[config.mk]
export PLATFORM = sky130hd
export DESIGN_NAME = accum_mem_arbiter
export DESIGN_NICKNAME = d
export VERILOG_FILES = /design/src/rtl/accum_mem_arbiter_pkg.sv /design/src/rtl/arb_owner_fifo.sv /design/src/rtl/accum_mem_arbiter.sv
export SDC_FILE = /design/constraint.sdc
export NUM_CORES = 1
export LEC_CHECK = 0
export CAP_MARGIN = 20
export CELL_PAD_IN_SITES_DETAIL_PLACEMENT = 0
export CELL_PAD_IN_SITES_GLOBAL_PLACEMENT = 1
export CORE_ASPECT_RATIO = 1.25
export CORE_MARGIN = 2
export CORE_UTILIZATION = 14
export CTS_CLUSTER_DIAMETER = 200
export DETAILED_ROUTE_END_ITERATION = 10
export PLACE_DENSITY = 0.88
export SLEW_MARGIN = 0
export SYNTH_ARGS = -nofsm -noshare
export SYNTH_HDL_FRONTEND = slang
export SYNTH_SLANG_ARGS = --single-unit
[constraint.sdc]
create_clock -name clk -period 3.34 [get_ports clk]
set_input_delay 0.334 -clock clk [delete_from_list [all_inputs] [get_ports clk]]
set_output_delay 0.334 -clock clk [all_outputs]
set_load 0.01 [all_outputs]
[src/rtl/accum_mem_arbiter_pkg.sv]
`default_nettype none
// ============================================================================
// accum_mem_arbiter_pkg : owner IDs, request types and grant helper
// Revision: 1.0
// ============================================================================
package accum_mem_arbiter_pkg;

  localparam logic OWNER_P   = 1'b0;
  localparam logic OWNER_X   = 1'b1;
  localparam logic REQ_READ  = 1'b0;
  localparam logic REQ_WRITE = 1'b1;

  // Contended cycles follow prio; otherwise the sole valid requester wins.
  function automatic logic pick_owner(input logic p_val, input logic x_val,
                                      input logic prio);
    return (p_val && x_val) ? prio : (x_val ? OWNER_X : OWNER_P);
  endfunction

endpackage
`default_nettype wire

[src/rtl/arb_owner_fifo.sv]
`default_nettype none
// ============================================================================
// arb_owner_fifo : in-order 1-bit owner tracking FIFO for in-flight requests
// Revision: 1.0
// ============================================================================
module arb_owner_fifo #(
  parameter int DEPTH = 4
) (
  input  logic clk,
  input  logic rst,
  input  logic i_push,
  input  logic i_push_id,
  input  logic i_pop,
  output logic o_head,
  output logic o_full,
  output logic o_empty
);

  localparam int AW = $clog2(DEPTH);
  localparam int CW = AW + 1;

  logic [DEPTH-1:0] r_mem;
  logic [AW-1:0]    r_head;
  logic [AW-1:0]    r_tail;
  logic [CW-1:0]    r_count;
  logic             w_push_ok;
  logic             w_pop_ok;

  assign o_full    = (r_count == CW'(DEPTH));
  assign o_empty   = (r_count == '0);
  assign o_head    = r_mem[r_head];
  assign w_push_ok = i_push && !o_full;
  assign w_pop_ok  = i_pop && !o_empty;

  // DEPTH is a power of two, so pointers wrap by natural overflow.
  always_ff @(posedge clk) begin
    if (rst) begin
      r_mem   <= '0;
      r_head  <= '0;
      r_tail  <= '0;
      r_count <= '0;
    end else begin
      if (w_push_ok) begin
        r_mem[r_tail] <= i_push_id;
        r_tail        <= r_tail + AW'(1);
      end
      if (w_pop_ok) begin
        r_head <= r_head + AW'(1);
      end
      case ({w_push_ok, w_pop_ok})
        2'b10:   r_count <= r_count + CW'(1);
        2'b01:   r_count <= r_count - CW'(1);
        default: r_count <= r_count;
      endcase
    end
  end

endmodule
`default_nettype wire

[src/rtl/accum_mem_arbiter.sv]
`default_nettype none
// ============================================================================
// accum_mem_arbiter : round-robin share of one memory port between P and X
// Revision: 1.0
// ============================================================================
module accum_mem_arbiter
  import accum_mem_arbiter_pkg::*;
#(
  parameter int MAX_OUT = 4,
  parameter int DATA_W  = 32
) (
  input  logic              clk,
  input  logic              rst,
  input  logic              p_req_val,
  output logic              p_req_rdy,
  input  logic              p_req_type,
  input  logic [DATA_W-1:0] p_req_addr,
  input  logic [DATA_W-1:0] p_req_data,
  output logic              p_resp_val,
  input  logic              p_resp_rdy,
  output logic [DATA_W-1:0] p_resp_data,
  input  logic              x_req_val,
  output logic              x_req_rdy,
  input  logic              x_req_type,
  input  logic [DATA_W-1:0] x_req_addr,
  input  logic [DATA_W-1:0] x_req_data,
  output logic              x_resp_val,
  input  logic              x_resp_rdy,
  output logic [DATA_W-1:0] x_resp_data,
  output logic              memreq_val,
  input  logic              memreq_rdy,
  output logic              memreq_type,
  output logic [DATA_W-1:0] memreq_addr,
  output logic [DATA_W-1:0] memreq_data,
  input  logic              memresp_val,
  output logic              memresp_rdy,
  input  logic [DATA_W-1:0] memresp_data
);

  logic r_prio;
  logic w_full;
  logic w_empty;
  logic w_head;
  logic w_can_req;
  logic w_winner;
  logic w_push;
  logic w_has_owner;
  logic w_pop;

  // Gating on the registered full flag keeps req_rdy independent of resp_rdy.
  assign w_can_req = !rst && !w_full;
  assign w_winner  = pick_owner(p_req_val, x_req_val, r_prio);
  assign memreq_val  = w_can_req && (p_req_val || x_req_val);
  assign memreq_type = memreq_val && ((w_winner == OWNER_X) ? x_req_type : p_req_type);
  assign memreq_addr = !memreq_val ? '0 : ((w_winner == OWNER_X) ? x_req_addr : p_req_addr);
  assign memreq_data = !memreq_val ? '0 : ((w_winner == OWNER_X) ? x_req_data : p_req_data);
  assign p_req_rdy   = memreq_val && (w_winner == OWNER_P) && memreq_rdy;
  assign x_req_rdy   = memreq_val && (w_winner == OWNER_X) && memreq_rdy;
  assign w_push      = memreq_val && memreq_rdy;

  // With nothing outstanding, a memory response is held off rather than routed.
  assign w_has_owner = !rst && !w_empty;
  assign p_resp_val  = w_has_owner && (w_head == OWNER_P) && memresp_val;
  assign x_resp_val  = w_has_owner && (w_head == OWNER_X) && memresp_val;
  assign memresp_rdy = w_has_owner && ((w_head == OWNER_X) ? x_resp_rdy : p_resp_rdy);
  assign p_resp_data = rst ? '0 : memresp_data;
  assign x_resp_data = rst ? '0 : memresp_data;
  assign w_pop       = memresp_val && memresp_rdy;

  always_ff @(posedge clk) begin
    if (rst) begin
      r_prio <= OWNER_P;
    end else if (w_push) begin
      r_prio <= ~w_winner;
    end
  end

  arb_owner_fifo #(
    .DEPTH (MAX_OUT)
  ) u_owner_fifo (
    .clk       (clk),
    .rst       (rst),
    .i_push    (w_push),
    .i_push_id (w_winner),
    .i_pop     (w_pop),
    .o_head    (w_head),
    .o_full    (w_full),
    .o_empty   (w_empty)
  );

endmodule
`default_nettype wire
==> flow_summary.ini <==
[placement]
io_buffer_count = 304
place_hpwl_mm = 8.991
gp_congestion = 0.7687

[critical_path]
cp-start-kind = primary input
reg2reg_slack_ns = 0.76
crit_buf_inv = 4
crit_family = buffers and inverters
path_cells = clkdlybuf4s50_1, inv_2, o21ai_4, buf_4, nand2_1, o22ai_1, clkdlybuf4s50_1
worstReg2RegStart = u_owner_fifo.r_head[0]
cp_slowest_stage_delay_ns = 0.57
endpoint_kind = output port
crit_fanout = 15
worstPathArrival_ns = 2.46
critPathSlowestCell = clkdlybuf4s50_1
r2r-end = u_owner_fifo.r_count[2]
worst-setup-path-type = in2out
worstPathRequired_ns = 3.01
cpMostUsedCell = clkdlybuf4s50_1
r2r_cells = 9

[cells_and_area]
fin_nets = 806
insertedDiodeCount = 0
syn2layout_area_growth_pct = 146.5
fill_cells = 1606
area.sequential_sq_um = 240.2
drive_above_1_share = 0.03981
multi_input_area_sq_mm = 0.001515

[synthesis]
avgSynthCellArea_sq_um = 5.804
synth_commonest_cells = 131 x nand2_1, 65 x o22ai_1, 34 x nor2b_1
synth_most_common_cell = nand2_1
synth_cell_types = 29
synth_area_sq_mm = 0.002171
async_reset_ff_frac = 0
yosys-top-cells-area = nand2_1 23%, o22ai_1 19%, dfxtp_1 11%
syn_inst = 374
ys_ff_latch = 12
yosys_warnings = 0
ys_seq_area_frac = 0.1107
synth_nets = 550
synthDominantAreaCellType = nand2_1
ys.flop_type = dfxtp_1
synth_edf_count = 0
yosysTopAreaCellShare = 0.2265

[pwr]
p_leak_nw = 2.019
max-vdd-ir-drop_uv = 135.4
powerDensity_mw_per_mm2 = 200.9

[worst_hold_path]
hp-start = u_owner_fifo.r_mem[1]
min_path_cells = 2
hp-class = reg2reg
holdPathEnd = u_owner_fifo.r_mem[1]

[detailed_routing]
route.detailed.wl_per_inst_um = 13.25
via_count = 3328
drc = 0
avgViaCountPerCell = 3.981
totalWireLength_mm = 11.07
drt_pass1_iterations = 4
postRouteAntennaNets = 0
dr.first_iter.drc_count = 129

[cts]
cts.path.max_buffers = 2
clock-root-buffer = clkbuf_16
cts_hold_buffers = 0
clkLatencyLatePin_ns = 0.24
post_cts_buffers = 0
cts_resized = 0
cts.sinks = 12
path_clk_slew_ns = 0.04
htreeDepth = 1
cts_buffers = 3
cts_tree = yes

[sta]
hold_ws_ns = 0.4788
rsz0062_at_grt = no
report.final.slew_viol_count = 0
fin_crit_sh = 0.8379
slew_headroom = 0.6169
fin_skew_ns = 0.0009792
setup_tns_ns = 0
min_period_ns = 2.798
worst_pin_slew_ns = 0.5725
finalSetupViolCount = 0
hold_viol = 0
fmax_mhz = 357.3

[global_routing]
grt_first_pass_wirelength_mm = 16.10
grt_start_max_net_pins = 66
antenna_found_initial = 0
overflow = 0
grt.total_usage = 0.1195
grt_pass1_vias = 3097

[die]
die_w_um = 115.4
fp.coreArea_sq_mm = 0.01508
io_pins = 305
die_y_um = 143.2
dieArea_sq_mm = 0.01652
start_util = 0.1440
rows = 50

[run_status]
status = finished clean

[flow_run]
drv_cap = 0
[state kept, by name, indices dropped and copies added, names as in the netlist]
register and flops:
u_owner_fifo.r_tail 2, r_prio 1, u_owner_fifo.r_mem 4, u_owner_fifo.r_count 3, u_owner_fifo.r_head 2
[worst max path at each step]
stage / start / end / slack (ns) / depth (start not counted)
6_report: p_req_val / memreq_addr[23] / 0.54 / 7
5_1_grt: p_req_val / memreq_addr[24] / 0.39 / 7
4_1_cts: p_req_val / memreq_addr[23] / 0.51 / 7
3_5_place_dp: p_req_val / memreq_addr[23] / 0.51 / 7
3_3_place_gp: p_req_val / memreq_addr[23] / 0.51 / 7
2_1_floorplan: u_owner_fifo.r_head[0] / u_owner_fifo.r_count[2] / 0.92 / 9
[kinds of logic after synthesis]
| group | Yosys count | share of synthesized area |
|---|---|---|
| AOI/OAI and AO/OA | 85 | 0.2444 |
| xor gates and xnor gates | 3 | 0.01211 |
| adders and majority gates | 6 | 0.03804 |
| buffers and inverters | 81 | 0.2052 |
| DFF | 12 | 0.1107 |
| muxes | 3 | 0.02132 |
| and+or+nand+nor | 184 | 0.3683 |
[worst register-to-register path, cell delays in order (launching register included)]
cell	delay [ns]
dfxtp_1	0.38
mux4_2	0.57
mux2i_2	0.23
nor2_1	0.12
ha_1	0.19
inv_1	0.06
fa_1	0.37
xor2_1	0.16
or3_1	0.30
a21oi_1	0.14
[area by class of cell]
cell class              instances  share of cell area
repair buffers                317              0.5987
flip-flops and latches         12             0.04490
inverters                      15             0.01052
clock buffers                   3             0.01403
multi-input cells             281              0.2832
well taps                     208             0.04864
[power by group]
part,switching (mW),total (mW),internal (mW),leakage (nW)
logic,0.272,0.703,0.431,1.88
registers,0.00507,0.154,0.149,0.0973
clock network,0.0618,0.218,0.156,0.0370
[cells in the final DEF, fill, tap and decap left out, types with 2 or more instances in the layout]
cell type	count
a21oi_1	6
buf_12	5
buf_4	8
clkbuf_16	3
clkdlybuf4s50_1	304
dfxtp_1	12
ha_1	5
inv_1	13
inv_2	2
nand2_1	131
nor2_1	11
nor2b_1	34
o21ai_1	5
o21ai_4	2
o22ai_1	65
or3_1	7
xor2_1	2
[metal layers]
metal  GRT usage  vias to the layer above  part of all wire
met1      0.1549                     1456              0.41
met5           0                        -                 0
met2      0.2093                      128              0.50
li1            -                     1731                 -
met4     0.02029                        0             0.013
met3     0.01910                       13             0.071
[through the flow]
| stage | power, mW | setup slack (ns) | area, sq um | std cells | util |
|---|---|---|---|---|---|
| after detailed placement | 0.8635 | 0.5134 | 5275 | 833 | 0.3499 |
| after global placement | 0.8636 | 0.5126 | 5275 | 833 | 0.3499 |
| final | 1.075 | 0.5415 | 5350 | 836 | 0.3549 |
| after CTS | 1.089 | 0.5093 | 5350 | 836 | 0.3549 |
| after floorplan | 0.4303 | 0.9244 | 2171 | 374 | - |
| after global routing | 1.139 | 0.3897 | 5350 | 836 | 0.3549 |
No activity file was read; power rests on OpenSTA's default activity.
